File: config.mk
export PLATFORM = sky130hd
export DESIGN_NAME = calc_seq
export DESIGN_NICKNAME = d
export VERILOG_FILES = /design/src/rtl/calc_pkg.sv /design/src/rtl/btn_debounce.sv /design/src/rtl/calc_seq.sv
export SDC_FILE = /design/constraint.sdc
export NUM_CORES = 1
export LEC_CHECK = 0
export CAP_MARGIN = 5
export CORE_ASPECT_RATIO = 0.5
export CORE_MARGIN = 5
export CORE_UTILIZATION = 50
export CTS_CLUSTER_DIAMETER = 120
export DETAILED_ROUTE_END_ITERATION = 10
export PLACE_DENSITY = 0.84
export SLEW_MARGIN = 20
export SYNTH_ARGS = -nofsm -noshare
export SYNTH_HDL_FRONTEND = slang
export SYNTH_HIERARCHICAL = 1
export SYNTH_SLANG_ARGS = --single-unit
File: constraint.sdc
create_clock -name clk -period 4.61 [get_ports clk]
set_input_delay 0.922 -clock clk [delete_from_list [all_inputs] [get_ports clk]]
set_output_delay 0.922 -clock clk [all_outputs]
set_load 0.01 [all_outputs]
File: src/rtl/calc_pkg.sv
// Shared encodings for the calculator operation sequencer: FSM states,
// datapath opcodes, error codes and a counter-width helper.
package calc_pkg;

    typedef enum logic [2:0] {
        IDLE  = 3'd0,
        GOT_A = 3'd1,
        GOT_B = 3'd2,
        RUN   = 3'd3,
        SHOW  = 3'd4,
        ERR   = 3'd5
    } calc_state_t;

    localparam logic [1:0] ALU_ADD = 2'd0;
    localparam logic [1:0] ALU_SUB = 2'd1;
    localparam logic [1:0] ALU_MUL = 2'd2;
    localparam logic [1:0] ALU_DIV = 2'd3;

    localparam logic [1:0] ERR_NONE = 2'd0;
    localparam logic [1:0] ERR_DIV0 = 2'd1;
    localparam logic [1:0] ERR_TMO  = 2'd2;

    // Width able to hold 0..n-1, never narrower than one bit.
    function automatic int cnt_width(input int n);
        return (n > 1) ? $clog2(n) : 1;
    endfunction

endpackage

File: src/rtl/btn_debounce.sv
// Push-button conditioner: 2-FF synchronizer, level debouncer and a
// one-cycle press pulse on each debounced rising transition.
module btn_debounce
    import calc_pkg::*;
#(
    parameter int DB_CYCLES = 4
) (
    input  logic clk,
    input  logic rst,
    input  logic btn_raw,
    output logic level,
    output logic press
);

    localparam int                CNT_W    = cnt_width(DB_CYCLES);
    localparam logic [CNT_W-1:0]  CNT_LAST = CNT_W'(DB_CYCLES - 1);

    logic             sync_q1;
    logic             sync_q2;
    logic [CNT_W-1:0] cnt;
    logic             flip;

    // The counter only ever reaches CNT_LAST while a change is pending,
    // so the flip also bounds the count.
    assign flip  = (sync_q2 != level) && (cnt == CNT_LAST);
    assign press = flip && !level;

    // NOTE: non-blocking assignments keep every register sampling the
    // pre-edge values of the others, so the synchronizer chain really is two
    // stages.
    always_ff @(posedge clk) begin
        if (!rst) begin
            sync_q1 <= 1'b0;
            sync_q2 <= 1'b0;
            cnt     <= '0;
            level   <= 1'b0;
        end else begin
            sync_q1 <= btn_raw;
            sync_q2 <= sync_q1;
            if (sync_q2 == level) begin
                cnt <= '0;
            end else if (flip) begin
                level <= ~level;
                cnt   <= '0;
            end else begin
                cnt <= cnt + 1'b1;
            end
        end
    end

endmodule

File: src/rtl/calc_seq.sv
// Calculator operation sequencer: captures operands and opcode from the
// switches on debounced button presses and runs one start/done transaction.
module calc_seq
    import calc_pkg::*;
#(
    parameter int DATA_W    = 8,
    parameter int RES_W     = 16,
    parameter int DB_CYCLES = 4,
    parameter int TIMEOUT   = 64
) (
    input  logic              clk,
    input  logic              rst,
    input  logic              btn_enter,
    input  logic              btn_exec,
    input  logic [DATA_W-1:0] sw,
    output logic [DATA_W-1:0] op_a,
    output logic [DATA_W-1:0] op_b,
    output logic [1:0]        alu_op,
    output logic              start,
    input  logic              done,
    input  logic [RES_W-1:0]  result,
    output logic [RES_W-1:0]  res_out,
    output logic              res_valid,
    output logic [1:0]        err_code,
    output logic              busy,
    output logic [2:0]        state_o
);

    localparam int               TMO_W    = cnt_width(TIMEOUT);
    localparam logic [TMO_W-1:0] TMO_LAST = TMO_W'(TIMEOUT - 1);

    logic        enter_ev;
    logic        exec_ev;
    logic [1:0]  btn_level_unused;

    btn_debounce #(.DB_CYCLES(DB_CYCLES)) u_db_enter (
        .clk     (clk),
        .rst     (rst),
        .btn_raw (btn_enter),
        .level   (btn_level_unused[0]),
        .press   (enter_ev)
    );

    btn_debounce #(.DB_CYCLES(DB_CYCLES)) u_db_exec (
        .clk     (clk),
        .rst     (rst),
        .btn_raw (btn_exec),
        .level   (btn_level_unused[1]),
        .press   (exec_ev)
    );

    calc_state_t       state_q, state_d;
    logic [DATA_W-1:0] op_a_d, op_b_d;
    logic [1:0]        alu_op_d, err_d;
    logic              start_d, res_valid_d;
    logic [RES_W-1:0]  res_out_d;
    logic [TMO_W-1:0]  tmo_cnt, tmo_d;

    always_ff @(posedge clk) begin
        if (!rst) begin
            state_q   <= IDLE;
            op_a      <= '0;
            op_b      <= '0;
            alu_op    <= ALU_ADD;
            start     <= 1'b0;
            res_out   <= '0;
            res_valid <= 1'b0;
            err_code  <= ERR_NONE;
            tmo_cnt   <= '0;
        end else begin
            state_q   <= state_d;
            op_a      <= op_a_d;
            op_b      <= op_b_d;
            alu_op    <= alu_op_d;
            start     <= start_d;
            res_out   <= res_out_d;
            res_valid <= res_valid_d;
            err_code  <= err_d;
            tmo_cnt   <= tmo_d;
        end
    end

    always_comb begin
        // NOTE: every next value is defaulted before the case so no path can
        // leave one unassigned and infer a latch.
        state_d     = state_q;
        op_a_d      = op_a;
        op_b_d      = op_b;
        alu_op_d    = alu_op;
        start_d     = 1'b0;
        res_out_d   = res_out;
        res_valid_d = res_valid;
        err_d       = err_code;
        tmo_d       = '0;

        case (state_q)
            IDLE: begin
                if (enter_ev) begin
                    op_a_d  = sw;
                    state_d = GOT_A;
                end
            end
            GOT_A: begin
                if (enter_ev) begin
                    op_b_d  = sw;
                    state_d = GOT_B;
                end
            end
            GOT_B: begin
                // Enter wins a same-cycle collision; that exec is dropped.
                if (enter_ev) begin
                    op_b_d = sw;
                end else if (exec_ev) begin
                    alu_op_d = sw[1:0];
                    if (sw[1:0] == ALU_DIV && op_b == '0) begin
                        err_d   = ERR_DIV0;
                        state_d = ERR;
                    end else begin
                        start_d = 1'b1;
                        state_d = RUN;
                    end
                end
            end
            RUN: begin
                // done is checked first so it still wins on the expiry cycle.
                if (done) begin
                    res_out_d   = result;
                    res_valid_d = 1'b1;
                    state_d     = SHOW;
                end else if (tmo_cnt == TMO_LAST) begin
                    err_d   = ERR_TMO;
                    state_d = ERR;
                end else begin
                    tmo_d = tmo_cnt + 1'b1;
                end
            end
            SHOW: begin
                if (enter_ev) begin
                    op_a_d      = sw;
                    res_valid_d = 1'b0;
                    state_d     = GOT_A;
                end
            end
            ERR: begin
                if (enter_ev) begin
                    err_d   = ERR_NONE;
                    state_d = IDLE;
                end
            end
            default: state_d = IDLE;
        endcase
    end

    assign busy    = (state_q == RUN);
    assign state_o = state_q;

endmodule

==> After elaboration in Yosys (flattened, before gate mapping) <==
Cells that the tools add are included.
{ "classes": {"add_sub_neg": 3, "eq_ne": 24, "muxes": 20, "n_bitwise": 9, "reduce_logical": 26} }
{ "ops": {"columns": ["op", "count"], "rows": [
  ["$mux 3", 8],
  ["$ne 2x2->1 const B", 8],
  ["$pmux 3 s5", 1],
  ["$mux 2", 6],
  ["$reduce_and 2->1", 5],
  ["$not 1->1", 9],
  ["$logic_not 8->1", 1],
  ["$reduce_or 4->1", 2],
  ["$reduce_and 7->1", 1],
  ["$add 6x1->6 const B", 1],
  ["$eq 2x2->1 const B", 3],
  ["$eq 3x2->1 const B", 2],
  ["$eq 3x3->1 const B", 2],
  ["$eq 6x6->1 const B", 1],
  ["$pmux 2 s3", 1],
  ["$reduce_and 3->1", 2],
  ["$reduce_and 6->1", 1],
  ["$reduce_or 3->1", 2],
  ["$logic_and 1x1->1", 5],
  ["$add 2x1->2 const B", 2],
  ["$ne 2x1->1 const B", 2],
  ["$reduce_or 2->1", 2],
  ["$eq 3x1->1 const B", 1],
  ["$logic_not 3->1", 1],
  ["other kinds (8)", 13]
]} }
{ "word_totals": {"regBits": 57, "in_bits": 29, "output_inout_bits": 42} }

==> Longest topological paths before layout <==
Gate-level depths: netlist of the first run.
{ "logic_depth": {"depth_word": 6, "depth_mapped": 8, "mapped_depth_nobuf": 7} }

==> Hierarchy <==
The synthesis of the first run kept the hierarchy.
{ "by_module_without_submodules": {"columns": ["mod", "n_inst", "cells_each", "area_each_um2", "seq_area_each_um2"], "rows": [
  ["calc_seq", 1, 209, 2053.2, 940.9],
  ["btn_debounce", 2, 15, 176.4, 100.1]
]} }

==> Worst setup path before layout of the first run <==
No wires, ideal clock.
{ "synth_path": {"path_type": "reg2out", "start": "register state_q[2], in the netlist state_o[2]", "end": "output port busy", "arrival_ns": 0.813, "path_slack_ns": 2.875, "stages_incl_launch_ff": 3, "path_buffers": 0, "path_cell_list": "dfxtp_1 nand2b_4 nor2_1"} }
{ "synth_between": {"elab_chain_cells": 1} }
{ "synth_rtl": {"columns": ["element", "line_no", "text"], "rows": [
  ["start, declared", "calc_seq.sv:52", "calc_state_t state_q, state_d;"],
  ["start signal, assigned", "calc_seq.sv:71", "state_q <= state_d;"],
  ["$eq 3x2->1", "calc_seq.sv:154", "assign busy = (state_q == RUN);"],
  ["end, declared", "calc_seq.sv:25", "output logic busy,"]
]} }
Every way passes these cells.

==> Final worst setup path of the first run <==
{ "layout_path": {"start": "register state_q[0], in the netlist state_o[0]", "end": "output port busy"} }
The elaborated chain is that of the path after synthesis.

==> results.md, run 1 <==
| Group | Quantity | Value |
| --- | --- | --- |
| die | Number of core rows | 17 |
| min path | Path type of the worst min-delay path | register to register |
| die | Io pins | 71 |
| timing | Relative slew margins | 0.3775 |
| timing | Post-route worst setup slack | 1.729 ns |
| timing | Pins Over Slew Limit | 0 |
| placed design | Post-detailed-placement half-perimeter wirelength | 3822 um |
| placed design | Weighted congestion reported at the end of routability-driven placement | 0.8252 |
| timing | Final-layout worst hold slack | 0.4271 ns |
| critical path | Critical path arrival | 1.96 ns |
| placed design | Number of I/O port buffers | 70 |
| power | Internal power | 0.0007991 W |
| critical path | Classification of the worst setup path | register to output port |
| critical path | Required arrival time at the worst endpoint | 3.69 ns |
| routing | Highest metal used | met4 |
| cts | Clock latency on the worst-skew pair | 0.32 ns |
| layout | Diode insertion count for antenna repair | 0 |
| routing | Number of violations reported at the end of detailed-routing iteration 0 | 141 |
| die | DIE AREA | 0.006384 sq mm |
| routing | First-pass DRT Iterations | 4 |
| routing | Vias per std cell | 5.079 |
| global route | Maximum number of pins on one net before global-route repair | 35 |
| status | Run status | finished clean |
| run | Number of max-capacitance violations reported | 0 |
| power | Tot Pwr | 0.0009923 W |
| synth | Mean instance size in the synthesized netlist | 10.07 sq um |
| timing | Transition time at the pin with the least slew margin | 0.9309 ns |
| global route | Gr ovfl total | 0 |
| power | Fraction of power spent switching nets | 0.1946 |
| cts | Number of cells upsized or downsized after cts | 0 |
| critical path | Number of cell instances on the worst register-to-register path | 7 |
| synth | Warning count from the yosys run | 6 |
| cts | Number of setup buffers added after CTS | 0 |
| cts | Cts bufs inserted | 9 |
| routing | Residual DRC | 0 |
| global route | Initial antenna violation count | 0 |
| critical path | Start of the worst register-to-register path | u_db_enter/cnt[0] |
| min path | Instance count along the most critical hold path | 1 |
| min path | Destination of the worst hold path | u_db_enter/cnt[0] |
| timing | Highest clock frequency the design can meet | 347.0 MHz |
| critical path | Startpoint Class | register |
| die | Starting density of the core | 0.5311 |
| routing | Routed wirelength normalized by instance count | 13.70 um |
| synth | Number of synthesized register bits | 57 |
| synth | Most used DFF post-synth | dfxtp_1 |
| power | Portion of total power attributed to combinational logic | 0.044 |
| timing | TNS Setup | 0 ns |
| critical path | Reg-to-reg critical path endpoint | res_valid |
| layout | Utilization of the core after routing | 0.7305 |
| routing | Routed metal-1 wirelength | 2351 um |
| power | Power spent charging and discharging nets | 0.0001931 W |
| synth | Cells after Synth | 239 |
| power | Max VDD drop | 0.0002641 V |
| critical path | Flop-to-flop setup slack | 2.37 ns |
| synth | Post-Syn Nets | 271 |
| timing | Final hold vios | 0 |
| timing | Final setup violation count | 0 |
| global route | Total routing resource utilization after global routing | 0.1756 |
| cts | Maximum clock insertion buffer count | 2 |
| layout | Final net count | 342 |
| power | Clock network fraction of total power | 0.456 |
| routing | Routed wire length on met3 | 379 um |
| power | Leakage power of the design | 1.155 nW |
| cts | TritonCTS clock tree | yes |
| cts | Deepest level of the CTS H-tree | 3 |
| synth | Count of different cell masters after synthesis | 47 |
| die | Die height | 59.05 um |
| power | P per Cell Area | 299.8 mW/mm^2 |
| cts | Clock Sink Count | 57 |
| routing | Total vias in the final route | 1930 |
| synth | Share of async-settable or async-resettable flops after synthesis | 0 |
| timing | Post-Route Skew | 0.009933 ns |
| cts | Count of hold-fix buffers inserted at cts | 0 |
| global route | Via count of the first global-routing pass | 1876 |
| min path | Hold_sp | u_db_enter/cnt[0] |
| routing | Detailed Route WL | 5207 um |
| timing | Unrepaired setup endpoints after global routing | no |
| layout | Synth-to-layout area growth | 37.55% |
| global route | First-pass GRT wire length | 8721 um |
| cts | Root cell of the clock tree | clkbuf_8 |
| power | Sequential group share of total power | 0.500 |
| critical path | Crit path max fanout | 14 |
| placed design | Dpl ws | 1.878 ns |
| synth | Post-Synthesis Cell Area | 0.002406 sq mm |
| die | Core region area | 0.004531 sq mm |
| critical path | Worst setup EP type | output port |
| timing | Fraction of the cycle the final worst path needs | 0.6250 |
| die | Die Span X | 108.1 um |
| timing | Shortest period the worst path allows | 2.881 ns |
| routing | Number of routed nets with antenna violations | 0 |
| cts | Clock transition at the register clock pins on the worst setup and hold paths after CTS | 0.06 ns |
| routing | Met2 Wirelength | 2434 um |
| synth | Post-synth EDFFs | 0 |
| layout | Fraction of final layout cells with drive strength greater than 1 | 0.1051 |
| synth | Register area share after synthesis | 0.4743 |
==> final cells by class <==
cell class	count	area, sq um
clock buffer	12	155.1
clock inverter	3	40.04
fill	335	1221
inverter	3	11.26
multi-input combinational	168	1171
sequential	57	1141
tap	66	82.58
timing repair buffer	71	708.2
==> kinds of logic (layout without fill, tap and decap cells) <==
| logic type | count (synthesis) | count (layout) | synth area share |
|---|---|---|---|
| compound gates | 35 | 35 | 0.1258 |
| xor+xnor | 8 | 8 | 0.02912 |
| fa+ha+maj | 3 | 3 | 0.01560 |
| buf+inv | 14 | 89 | 0.04108 |
| flops | 57 | 57 | 0.4743 |
| mux | 18 | 18 | 0.07488 |
| simple gates | 104 | 104 | 0.2392 |
==> cells in the final DEF (no fill, tap or decap), types with 2 or more instances in the layout <==
| cell | n |
|---|---|
| dfxtp_1 | 57 |
| and4bb_2 | 3 |
| nand2b_1 | 4 |
| nand2_1 | 38 |
| xnor2_1 | 6 |
| and3_1 | 3 |
| o21ai_0 | 2 |
| a211oi_1 | 2 |
| clkdlybuf4s50_1 | 70 |
| nand3_1 | 6 |
| nor4b_1 | 2 |
| clkbuf_8 | 11 |
| nor2_1 | 14 |
| ha_1 | 3 |
| xor2_1 | 2 |
| a21boi_2 | 9 |
| nor2b_1 | 19 |
| clkinv_2 | 2 |
| nand3b_1 | 2 |
| mux2i_1 | 18 |
| inv_1 | 3 |
| a21boi_0 | 8 |
| and2_1 | 4 |
==> routing by layer <==
metal / GRT usage / vias to the layer above
met5: 0 / -
li1: - / 965
met1: 0.2043 / 894
met3: 0.08379 / 6
met2: 0.2942 / 65
met4: 0.04856 / 0
==> synth_stat cells, types with 2 or more instances <==
library cell | count | area share
a21boi_0 | 8 | 0.025
inv_1 | 3 | 0.0047
dfxtp_1 | 57 | 0.47
buf_6 | 2 | 0.0094
and3_1 | 3 | 0.0078
nand2_1 | 38 | 0.059
xnor2_1 | 6 | 0.022
nand3_1 | 6 | 0.012
clkbuf_1 | 4 | 0.0062
nor2b_1 | 19 | 0.049
xor2_1 | 2 | 0.0073
o21ai_0 | 2 | 0.0042
nand3b_1 | 2 | 0.0062
a21boi_2 | 9 | 0.042
buf_4 | 4 | 0.012
nor4b_1 | 2 | 0.0073
and2_1 | 4 | 0.010
ha_1 | 3 | 0.016
mux2i_1 | 18 | 0.075
nor2_1 | 14 | 0.022
a211oi_1 | 2 | 0.0062
and4bb_2 | 3 | 0.016
nand2b_1 | 4 | 0.010
==> worst max-delay path, stage by stage, from the launching register on <==
cell and delay (ns):
dfxtp_1 0.68, inv_1 0.24, nor2_1 0.16, clkdlybuf4s50_1 0.56
==> stage by stage <==
step / area (sq um) / instances
floorplan: 2406 / 239
global placement: 3114 / 365
CTS: 3309 / 380
global route: 3309 / 380
detailed placement: 3114 / 365
finish: 3309 / 380
==> sequential cells by signal (all words and copies together) (netlist names), 2 cells and up <==
signal	count
alu_op	2
op_b	8
state_o	3
op_a	8
tmo_cnt	6
res_out	16
u_db_enter/cnt	2
u_db_exec/cnt	2
err_code	2
==> power groups by stage <==
stage	Combinational (W)	Sequential, W	Clock, W
3_5_place_dp	0.0000432	0.000507	0
5_1_grt	0.0000467	0.000496	0.000492
3_3_place_gp	0.0000424	0.000507	0
6_report	0.0000434	0.000496	0.000453
2_1_floorplan	0.0000133	0.000507	0
4_1_cts	0.0000437	0.000496	0.000463
==> worst max path at each step <==
stage	startpoint	endpoint	slack, ns	depth (start not counted)
detailed placement	rst	tmo_cnt[2]	1.88	3
floorplan	state_o[2]	busy	2.87	2
global placement	rst	tmo_cnt[5]	1.99	3
global route	state_o[0]	busy	1.62	3
CTS	state_o[0]	busy	1.74	3
finish	state_o[0]	busy	1.73	3
(Power assumes the default switching activity.)
==> run 2: changes to the inputs <==
--- a/config.mk
+++ b/config.mk
@@ -8,10 +8,10 @@
 export CAP_MARGIN = 5
 export CORE_ASPECT_RATIO = 0.5
 export CORE_MARGIN = 5
-export CORE_UTILIZATION = 50
+export CORE_UTILIZATION = 42
 export CTS_CLUSTER_DIAMETER = 120
 export DETAILED_ROUTE_END_ITERATION = 10
-export PLACE_DENSITY = 0.84
+export PLACE_DENSITY = 0.75
 export SLEW_MARGIN = 20
 export SYNTH_ARGS = -nofsm -noshare
 export SYNTH_HDL_FRONTEND = slang
==> constraint.sdc (replaced) <==
create_clock -name clk -period 2.5 [get_ports clk]
set_input_delay 0.5 -clock clk [delete_from_list [all_inputs] [get_ports clk]]
set_output_delay 0.5 -clock clk [all_outputs]
set_load 0.01 [all_outputs]
==> results.md, run 2 (synthesis results as in run 1) <==
| Group | Quantity | Value | Change |
| --- | --- | --- | --- |
| status | Run status | finished clean |  |
| timing | Shortest period the worst path allows | 2.204 ns |  |
| layout | Number of flip-flops under the largest register name | 16 | unchanged |
| layout | Utilization of the core after routing | 0.6236 | -0.1068 |
| die | Core region area | 0.005515 sq mm | +22% |
| timing | Transition time at the pin with the least slew margin | 0.5727 ns | -0.3582 ns |
| global route | Maximum number of pins on one net before global-route repair | 54 | +54% |
| run | Number of max-capacitance violations reported | 0 | unchanged |
| routing | First-pass DRT Iterations | 4 | unchanged |
| critical path | Critical path cell sequence | nand2b_4 > nor2_1 > clkdlybuf4s50_1 |  |
| critical path | Startpoint Class | register |  |
| die | DIE AREA | 0.007434 sq mm | +16% |
| timing | Post-Route Skew | 0.006068 ns | -0.003865 ns |
| routing | Total vias in the final route | 1955 | +1.3% |
| cts | Cts bufs inserted | 9 | unchanged |
| cts | Root cell of the clock tree | clkbuf_16 |  |
| layout | Final net count | 345 | +0.88% |
| routing | Number of routed nets with antenna violations | 0 | unchanged |
| timing | Final-layout worst hold slack | 0.4276 ns | +0.0005140 ns |
| placed design | Number of I/O port buffers | 70 | unchanged |
| timing | TNS Setup | 0 ns | unchanged |
| routing | Detailed Route WL | 5470 um | +5.1% |
| global route | Total routing resource utilization after global routing | 0.1551 | -0.02043 |
| routing | Met2 Wirelength | 2723 um | +12% |
| global route | Via count of the first global-routing pass | 2049 | +9.2% |
| routing | Routed wire length on met3 | 369 um | -2.6% |
| power | P per Cell Area | 621.8 mW/mm^2 | +110% |
| placed design | Dpl ws | 0.5005 ns | -1.378 ns |
| layout | Registers with the highest flip-flop counts | res_out: 16 flops, op_a: 8 flops, op_b: 8 flops |  |
| cts | Clock transition at the register clock pins on the worst setup and hold paths after CTS | 0.05 ns | about the same |
| cts | Clock latency on the worst-skew pair | 0.31 ns | about the same |
| routing | Highest metal used | met4 |  |
| routing | Routed metal-1 wirelength | 2346 um | -0.21% |
| cts | TritonCTS clock tree | yes |  |
| layout | Synth-to-layout area growth | 42.95% |  |
| timing | Pins Over Slew Limit | 0 | unchanged |
| global route | Initial antenna violation count | 0 | unchanged |
| placed design | Weighted congestion reported at the end of routability-driven placement | 0.7644 | -7.4% |
| layout | Fraction of final layout cells with drive strength greater than 1 | 0.1164 | +0.01126 |
| timing | Final hold vios | 0 | unchanged |
| cts | Number of cells upsized or downsized after cts | 0 | unchanged |
| placed design | Post-detailed-placement half-perimeter wirelength | 3989 um | +4.4% |
| cts | Maximum clock insertion buffer count | 2 | unchanged |
| timing | Fraction of the cycle the final worst path needs | 0.8814 |  |
| die | Number of core rows | 19 | +2 |
| routing | Residual DRC | 0 | unchanged |
| layout | Register with the most flip-flops | res_out |  |
| routing | Vias per std cell | 5.000 | -1.6% |
| global route | Gr ovfl total | 0 | unchanged |
| layout | Most common cell after layout, fill and taps aside | clkdlybuf4s50_1 |  |
| cts | Count of hold-fix buffers inserted at cts | 0 | unchanged |
| timing | Unrepaired setup endpoints after global routing | no |  |
| critical path | Classification of the worst setup path | register to output port |  |
| power | Max VDD drop | 0.0003185 V | +21% |
| critical path | CP peak stage delay | 0.56 ns | -0.12 ns |
| critical path | Crit path max fanout | 9 | -5 |
| global route | First-pass GRT wire length | 9177 um | +5.2% |
| cts | Deepest level of the CTS H-tree | 3 | unchanged |
| routing | Number of violations reported at the end of detailed-routing iteration 0 | 107 | -24% |
| min path | Path type of the worst min-delay path | register to register |  |
| critical path | Flop-to-flop setup slack | 0.71 ns | -1.66 ns |
| critical path | Worst-path cell with the longest stage delay | dfxtp_1 |  |
| cts | Number of setup buffers added after CTS | 0 | unchanged |
| die | Io pins | 71 | unchanged |
| timing | Highest clock frequency the design can meet | 453.8 MHz |  |
| critical path | Critical path arrival | 1.70 ns | -0.26 ns |
| die | Die Span X | 117.0 um | +8.3% |
| layout | Most frequent cells in the layout | clkdlybuf4s50_1 (70), dfxtp_1 (57), nand2_1 (38), nor2b_1 (19), mux2i_1 (18) |  |
| cts | Clock Sink Count | 57 | unchanged |
| critical path | Worst setup EP type | output port |  |
| critical path | Required arrival time at the worst endpoint | 2.00 ns | -1.69 ns |
| timing | Final setup violation count | 0 | unchanged |
| power | Leakage power of the design | 1.217 nW | +5.4% |
| die | Starting density of the core | 0.4363 | -0.09482 |
| routing | Routed wirelength normalized by instance count | 13.99 um | +2.1% |
| layout | Number of filler cells placed in the layout | 469 | +40% |
| timing | Post-route worst setup slack | 0.2964 ns | -1.432 ns |
| die | Die height | 63.52 um | +7.6% |
| timing | Relative slew margins | 0.6182 | +0.2407 |
| layout | Diode insertion count for antenna repair | 0 | unchanged |
## run 2: cell count changes in the layout (fill, tap and decap cells not counted)
cell / change
buf_4: +3
clkbuf_16: +9
clkbuf_8: -7
bufinv_16: -1
## run 2: worst max-delay path: cells and delay by family (launching register included)
family,cells,cell delay [ns]
flip-flops,1,0.56
buffers and inverters,1,0.55
AND/OR/NAND/NOR,2,0.27
## run 2: power breakdown
part / total (W) / internal [W] / switching (W)
combinational: 0.0000803 / 0.0000552 / 0.0000250
sequential: 0.000917 / 0.000915 / 0.00000180
clock: 0.00114 / 0.000773 / 0.000369
total: 0.00214 / 0.00174 / 0.000396
## run 2: final cells by class
| cell class | instances | area [sq um] | area share |
|---|---|---|---|
| well taps | 73 | 91.34 | 0.02656 |
| clock buffers | 14 | 284.0 | 0.08258 |
| multi-input cells | 168 | 1171 | 0.3405 |
| repair buffers | 74 | 730.7 | 0.2124 |
| flip-flops and latches | 57 | 1141 | 0.3318 |
| inverters | 3 | 11.26 | 0.003274 |
| clock inverters | 2 | 10.01 | 0.002910 |
## run 2: final timing paths
| kind | from | to | depth (start not counted) |
|---|---|---|---|
| max | state_o[1] | busy | 3 |
| min | u_db_exec/cnt[0] | u_db_exec/cnt[0] | 1 |
| max reg2reg | u_db_enter/cnt[0] | err_code[0] | 8 |
| min reg2reg | u_db_exec/cnt[0] | u_db_exec/cnt[0] | 1 |
## run 2: metrics by stage
step	cells	total power, W	area (sq um)
2_1_floorplan	239	0.0009587	2406
3_3_place_gp	375	0.001014	3146
3_5_place_dp	375	0.001015	3146
4_1_cts	391	0.002166	3440
5_1_grt	391	0.002225	3440
6_report	391	0.002139	3440
## run 2: metal layers
layer,GRT usage,vias up
met5,0,-
met4,0.04149,0
met3,0.06597,4
met2,0.2642,58
met1,0.1781,918
li1,-,975
